File: src/rtl/wb_out_seq_pkg.sv
// Shared types and width helper for the write-back output sequencer.
package wb_seq_pkg;

  typedef enum logic {
    IDLE = 1'b0,
    RUN  = 1'b1
  } wb_seq_state_t;

  // Bits needed to index n distinct values, never less than one.
  function automatic int bits_for(input int n);
    return (n <= 2) ? 1 : $clog2(n);
  endfunction

endpackage

File: src/rtl/wb_out_seq_if.sv
// Write-back channel bus: select + valid/ready plus the group/burst pulses.
interface wb_out_seq_if
  import wb_seq_pkg::*;
#(
  parameter int N_CH  = 4,
  parameter int SEL_W = bits_for(N_CH)
);
  logic             out_valid;
  logic             out_ready;
  logic [SEL_W-1:0] sel;
  logic             wrap;
  logic             done;

  modport master (output out_valid, sel, wrap, done, input out_ready);
  modport slave  (input out_valid, sel, wrap, done, output out_ready);
endinterface

File: src/rtl/wb_out_seq_wrap_counter.sv
// Index counter that returns to zero after reaching limit; clr beats en.
module wrap_counter #(
  parameter int W = 4
) (
  input  logic         clk,
  input  logic         rst_n,
  input  logic         en,
  input  logic         clr,
  input  logic [W-1:0] limit,
  output logic [W-1:0] count,
  output logic         at_limit
);

  logic [W-1:0] count_q, count_d;

  assign at_limit = (count_q == limit);
  assign count    = count_q;

  always_comb begin
    count_d = count_q;
    if (clr) begin
      count_d = '0;
    end else if (en) begin
      count_d = at_limit ? '0 : count_q + W'(1);
    end
  end

  always_ff @(posedge clk or negedge rst_n) begin
    if (!rst_n) count_q <= '0;
    else        count_q <= count_d;
  end

endmodule

File: src/rtl/wb_out_seq.sv
// Walks the SMAC output mux over num_ch channels x num_grp groups with a
// valid/ready handshake per channel; wrap/done are registered pulses.
module wb_out_seq
  import wb_seq_pkg::*;
#(
  parameter int N_CH    = 4,
  parameter int MAX_GRP = 16,
  parameter int SEL_W   = bits_for(N_CH),
  parameter int CH_W    = bits_for(N_CH + 1),
  parameter int GRP_W   = bits_for(MAX_GRP + 1)
) (
  input  logic             clk,
  input  logic             rst_n,
  input  logic             clear,
  input  logic             cfg_load,
  input  logic [CH_W-1:0]  cfg_num_ch,
  input  logic [GRP_W-1:0] cfg_num_grp,
  input  logic             start,
  wb_out_seq_if.master     wb,
  output logic             busy,
  output logic             cfg_err
);

  localparam logic [CH_W-1:0]  N_CH_V    = CH_W'(N_CH);
  localparam logic [GRP_W-1:0] MAX_GRP_V = GRP_W'(MAX_GRP);

  wb_seq_state_t    state_q, state_d;
  logic [CH_W-1:0]  num_ch_q, num_ch_d;
  logic [GRP_W-1:0] num_grp_q, num_grp_d;
  logic             cfg_err_q, cfg_err_d;
  logic             wrap_q, wrap_d;
  logic             done_q, done_d;

  logic [CH_W-1:0]  ch_count;
  logic [GRP_W-1:0] grp_idx_unused;
  logic             ch_at_limit, grp_at_limit;
  logic             hs, grp_end, burst_end, cfg_ok;

  assign hs        = (state_q == RUN) && wb.out_ready;
  assign grp_end   = hs && ch_at_limit;
  assign burst_end = grp_end && grp_at_limit;

  wrap_counter #(.W(CH_W)) u_ch_cnt (
    .clk      (clk),
    .rst_n    (rst_n),
    .en       (hs),
    .clr      (clear),
    .limit    (num_ch_q - CH_W'(1)),
    .count    (ch_count),
    .at_limit (ch_at_limit)
  );

  wrap_counter #(.W(GRP_W)) u_grp_cnt (
    .clk      (clk),
    .rst_n    (rst_n),
    .en       (grp_end),
    .clr      (clear),
    .limit    (num_grp_q - GRP_W'(1)),
    .count    (grp_idx_unused),
    .at_limit (grp_at_limit)
  );

  always_ff @(posedge clk or negedge rst_n) begin
    if (!rst_n) state_q <= IDLE;
    else        state_q <= state_d;
  end

  always_comb begin
    state_d = state_q;
    if (clear) begin
      state_d = IDLE;
    end else begin
      case (state_q)
        IDLE:    if (start)     state_d = RUN;
        RUN:     if (burst_end) state_d = IDLE;
        default: state_d = IDLE;
      endcase
    end
  end

  always_comb begin
    wb.out_valid = 1'b0;
    wb.sel       = '0;
    busy         = 1'b0;
    if (state_q == RUN) begin
      wb.out_valid = 1'b1;
      wb.sel       = SEL_W'(ch_count);
      busy         = 1'b1;
    end
  end

  // Zero or oversize counts are rejected whole; the old config stays live.
  assign cfg_ok = (cfg_num_ch != '0) && (cfg_num_ch <= N_CH_V) &&
                  (cfg_num_grp != '0) && (cfg_num_grp <= MAX_GRP_V);

  always_comb begin
    num_ch_d  = num_ch_q;
    num_grp_d = num_grp_q;
    cfg_err_d = cfg_err_q;
    if (!clear && cfg_load && (state_q == IDLE)) begin
      if (cfg_ok) begin
        num_ch_d  = cfg_num_ch;
        num_grp_d = cfg_num_grp;
        cfg_err_d = 1'b0;
      end else begin
        cfg_err_d = 1'b1;
      end
    end
  end

  assign wrap_d = grp_end && !clear;
  assign done_d = burst_end && !clear;

  always_ff @(posedge clk or negedge rst_n) begin
    if (!rst_n) begin
      num_ch_q  <= N_CH_V;
      num_grp_q <= GRP_W'(1);
      cfg_err_q <= 1'b0;
      wrap_q    <= 1'b0;
      done_q    <= 1'b0;
    end else begin
      num_ch_q  <= num_ch_d;
      num_grp_q <= num_grp_d;
      cfg_err_q <= cfg_err_d;
      wrap_q    <= wrap_d;
      done_q    <= done_d;
    end
  end

  assign wb.wrap = wrap_q;
  assign wb.done = done_q;
  assign cfg_err = cfg_err_q;

endmodule

File: src/flat_wrapper.sv
// flat-port wrapper written by rule: the top's interface ports become plain ports
module wb_out_seq_flat import wb_seq_pkg::*;
#(
  parameter int N_CH    = 4,
  parameter int MAX_GRP = 16,
  parameter int SEL_W   = bits_for(N_CH),
  parameter int CH_W    = bits_for(N_CH + 1),
  parameter int GRP_W   = bits_for(MAX_GRP + 1)
)
  (clk, rst_n, clear, cfg_load, cfg_num_ch, cfg_num_grp, start, busy, cfg_err, wb_out_valid, wb_sel, wb_wrap, wb_done, wb_out_ready);
  wb_out_seq_if #(.N_CH(N_CH), .SEL_W(SEL_W)) wb_i ();
  input  logic clk;
  input  logic rst_n;
  input  logic clear;
  input  logic cfg_load;
  input  logic [CH_W-1:0] cfg_num_ch;
  input  logic [GRP_W-1:0] cfg_num_grp;
  input  logic start;
  output logic busy;
  output logic cfg_err;
  output wire logic [$bits(wb_i.out_valid)-1:0] wb_out_valid;
  output wire logic [$bits(wb_i.sel)-1:0] wb_sel;
  output wire logic [$bits(wb_i.wrap)-1:0] wb_wrap;
  output wire logic [$bits(wb_i.done)-1:0] wb_done;
  input wire logic [$bits(wb_i.out_ready)-1:0] wb_out_ready;
  assign wb_out_valid = wb_i.out_valid;
  assign wb_sel = wb_i.sel;
  assign wb_wrap = wb_i.wrap;
  assign wb_done = wb_i.done;
  assign wb_i.out_ready = wb_out_ready;
  wb_out_seq #(.N_CH(N_CH), .MAX_GRP(MAX_GRP), .SEL_W(SEL_W), .CH_W(CH_W), .GRP_W(GRP_W)) u_core (.clk(clk), .rst_n(rst_n), .clear(clear), .cfg_load(cfg_load), .cfg_num_ch(cfg_num_ch), .cfg_num_grp(cfg_num_grp), .start(start), .wb(wb_i), .busy(busy), .cfg_err(cfg_err));
endmodule
File: config.mk
export PLATFORM = sky130hd
export DESIGN_NAME = wb_out_seq_flat
export DESIGN_NICKNAME = d
export VERILOG_FILES = /design/src/rtl/wb_out_seq_pkg.sv /design/src/rtl/wb_out_seq_if.sv /design/src/rtl/wb_out_seq_wrap_counter.sv /design/src/rtl/wb_out_seq.sv /design/src/flat_wrapper.sv
export SDC_FILE = /design/constraint.sdc
export NUM_CORES = 1
export LEC_CHECK = 0
export ABC_AREA = 1
export CAP_MARGIN = 10
export CORE_UTILIZATION = 52
export DETAILED_ROUTE_END_ITERATION = 8
export PLACE_DENSITY = 0.78
export SYNTH_ARGS = -nofsm -noshare
export SYNTH_HDL_FRONTEND = slang
export SYNTH_SLANG_ARGS = --single-unit
File: constraint.sdc
create_clock -name clk -period 2 [get_ports clk]
set_input_delay 0.4 -clock clk [delete_from_list [all_inputs] [get_ports clk]]
set_output_delay 0.4 -clock clk [all_outputs]
set_load 0.005 [all_outputs]
==> out/qor.tcl <==
set qor(critical_path.cell_chain) {nand2_1 > inv_1 > clkdlybuf4s50_1}
set qor(synth-warning-count) 0
set qor(regToRegEndpoint) {u_core.state_q}
set qor(dp.final_hpwl_um) 1699
set qor(grt_antenna_before_repair) 0
set qor(drt_pass1_iterations) 4
set qor(cap_viol_max_count) 0
set qor(final_common_cell) {sky130_fd_sc_hd__nand2_1}
set qor(synth_area_leaders) {sky130_fd_sc_hd__dfrtp_1, sky130_fd_sc_hd__nand2_1, sky130_fd_sc_hd__nand3_1, sky130_fd_sc_hd__inv_1, sky130_fd_sc_hd__nor2_1}
set qor(syn-instance-count) 165
set qor(worst_tran_pin_value_ps) 251.5
set qor(fraction_of_final_layout_cells_with_drive_strength_greater_than_1) 0.1277
set qor(fp-row-count) 17
set qor(cts.clk_slew.worst_paths_ps) 110
set qor(grt_pass1_vias) 1011
set qor(synth_compound_gate_area_share) 0.06890
set qor(tritoncts_clock_tree) {done}
set qor(dp_cells) 212
set qor(insertedDiodeCount) 0
set qor(max-vdd-ir-drop_mv) 0.4699
set qor(drt_iter0_drc) 12
set qor(register_area_share_after_synthesis) 0.4073
set qor(portion_of_netlist_area_occupied_by_mux_cells) 0
set qor(worst-path-max-fanout) 7
set qor(rsz0062_at_grt) {no}
set qor(wl_per_cell_um) 10.00
set qor(final_period_minus_worst_setup_slack_ps) 1776
set qor(finClkSkew_ps) 5.028
set qor(globalRouteOverflowTotal) 0
set qor(post_route_wl_um) 2161
set qor(rr_worst_depth) 10
set qor(worst_ep_required_time_ps) 1600
set qor(grt_pass1_wl_um) 4146
set qor(drt_drc_violations_left) 0
set qor(slew-limit-headroom) 0.8313
set qor(clock_tree_root_buffer_cell) {sky130_fd_sc_hd__clkbuf_4}
set qor(cts.repair.resized) 0
set qor(dominantRegCellSynth) {sky130_fd_sc_hd__dfrtp_1}
set qor(yosys.cell_types.count) 25
set qor(finalWeightedCongestion) 0.7819
set qor(yosys.area_share.simple) 0.3425
set qor(netlist.area_leader.share) 0.3647
set qor(cts_sinks) 20
set qor(io-pin-count) 21
set qor(max_clock_freq_mhz) 563.0
set qor(synthesis.nets) 183
set qor(post-route-period-util) 0.8881
set qor(synth_area_per_cell_sq_um) 7.484
set qor(synth_area_sq_um) 1235
set qor(via_per_inst) 4.907
set qor(power_density_nw_per_um2) 738.1
set qor(slowest_delay_ps) 480
set qor(cts-root-to-sink-buffers) 2
set qor(die_width_um) 50.73
set qor(ys_ff_latch) 20
set qor(synthToLayoutAreaGrowth_pct) 21.07
set qor(setup_viol) 0
set qor(postSynth.asyncResetShare) 1.000
set qor(worst-endpoint-arrival_ps) 1380
set qor(floorplan.initialDensity) 0.5529
set qor(share_of_synthesized_cell_area_in_full_adder_half_adder_and_majority_cells) 0.04053
set qor(cts_hold_repair.buffers) 0
set qor(final_max_slew_viol_count) 0
set qor(io_buffers) 20
set qor(core_area_sq_um) 2233
set qor(hold_viol_final) 0
set qor(synth-xor-area-share) 0.05572
set qor(pin_count_of_the_biggest_net_entering_global_routing) 21
set qor(synth_enable_flop_cells) 0
set qor(regToRegSetupSlack_ps) 290
set qor(design.final.nets) 207
set qor(combinational_family_with_the_most_area_after_synthesis) {simple AND/OR/NAND/NOR gates}
set qor(design.die.area_sq_um) 2574
set qor(setup.worst_path.start_class) {flip-flop}
set qor(layout.cells.most_common_list) {sky130_fd_sc_hd__nand2_1, sky130_fd_sc_hd__inv_1, sky130_fd_sc_hd__nor2_1, sky130_fd_sc_hd__clkdlybuf4s50_1, sky130_fd_sc_hd__dfrtp_1}
set qor(cts_made_buffers) 3
set qor(timing.setup.tns_ps) 0
set qor(die_height_um) 50.73
set qor(grt.total_usage) 0.2144
set qor(crit-reg2reg-launch) {u_core.num_grp_q[0]}
set qor(static_leakage_nw) 0.7769
set qor(postRouteAntennaNets) 0
set qor(worstHoldPathType) {input port to async pin}
set qor(crit_type) {flip-flop to output port}
set qor(post-synth-top-area-cell) {sky130_fd_sc_hd__dfrtp_1}
set qor(post_cts.repair.setup_buffers) 0
set qor(vias) 1060
set qor(htree_num_levels) 1
set qor(run_status) {complete, no violations}
set qor(layoutNonFillerInstCount) 216
set qor(worstSkewPairLatency_ps) 310
set qor(crit_path_end_kind) {output port}
set qor(crit_path_top_delay_cell) {sky130_fd_sc_hd__clkdlybuf4s50_1}
-- flip-flops by register name, indices dropped and copies added, names as in the netlist --
| register | cells |
|---|---|
| u_core.u_ch_cnt.count | 3 |
| u_core.u_grp_cnt.count | 5 |
| u_core.wb.done | 1 |
| u_core.num_ch_q | 3 |
| u_core.num_grp_q | 5 |
| u_core.state_q | 1 |
| u_core.wb.wrap | 1 |
| u_core.cfg_err | 1 |
-- routing by layer --
| layer | global-route usage | part of all wire | vias up |
|---|---|---|---|
| li1 | - | - | 556 |
| met1 | 0.2596 | 0.49 | 475 |
| met2 | 0.3844 | 0.45 | 26 |
| met3 | 0.02424 | 0.043 | 3 |
| met4 | 0.08333 | 0.013 | 0 |
| met5 | 0 | 0 | - |
-- through the flow --
step / area [sq um] / power (mW) / setup slack, ps / utilization / hold slack (ps)
2_1_floorplan: 1235 / 0.7657 / 445.4 / - / 104.4
3_3_place_gp: 1459 / 0.8535 / 256.0 / 0.6532 / 478.5
3_5_place_dp: 1459 / 0.8686 / 148.7 / 0.6532 / 483.6
4_1_cts: 1495 / 1.116 / 213.1 / 0.6695 / 418.5
5_1_grt: 1495 / 1.187 / 104.1 / 0.6695 / 459.6
6_report: 1495 / 1.104 / 223.8 / 0.6695 / 413.7
-- cell usage after synthesis, drive strengths merged (2+ instances only) --
cell and number:
nand2 53, nor2 24, inv 22, dfrtp 18, nand3 18, a21oi 9, xor2 5, ha 4
buf 2, dfstp 2, o21ai 2, xnor2 2
-- worst max-delay path: cells and delay by family (launching register included) --
family | cells | cell delay (ps)
simple gates | 1 | 80
buf+inv | 2 | 530
flops | 1 | 460
-- cells by family (layout without fill, tap and decap cells) --
| kind of cell | Yosys count | count (layout) |
|---|---|---|
| xor+xnor | 7 | 7 |
| compound gates | 12 | 12 |
| flops | 20 | 20 |
| buf+inv | 25 | 48 |
| fa+ha+maj | 4 | 4 |
| simple gates | 97 | 97 |
-- final cells by class --
type | count | area, sq um
clock buffer | 4 | 36.28
tap | 28 | 35.03
fill | 219 | 738.2
timing repair buffer | 21 | 207.7
multi-input combinational | 120 | 626.9
sequential | 20 | 503.0
inverter | 23 | 86.33
-- report_power, final --
group	switching (mW)	internal, mW
clock network	0.134	0.111
logic	0.207	0.150
registers	0.0376	0.464
-- how the worst max path moves through the flow --
stage                         from  cells past startpoint  slack [ps]             endpoint
2_1_floorplan  u_core.num_grp_q[0]                     11         450       u_core.state_q
3_3_place_gp                 clear                      7         260  u_core.num_grp_q[1]
3_5_place_dp                 clear                      7         150  u_core.num_grp_q[2]
4_1_cts             u_core.state_q                      3         210            wb_sel[0]
5_1_grt        u_core.num_grp_q[0]                     10         100       u_core.wb.done
6_report            u_core.state_q                      3         220            wb_sel[0]
No activity file was read; power rests on OpenSTA's default activity.
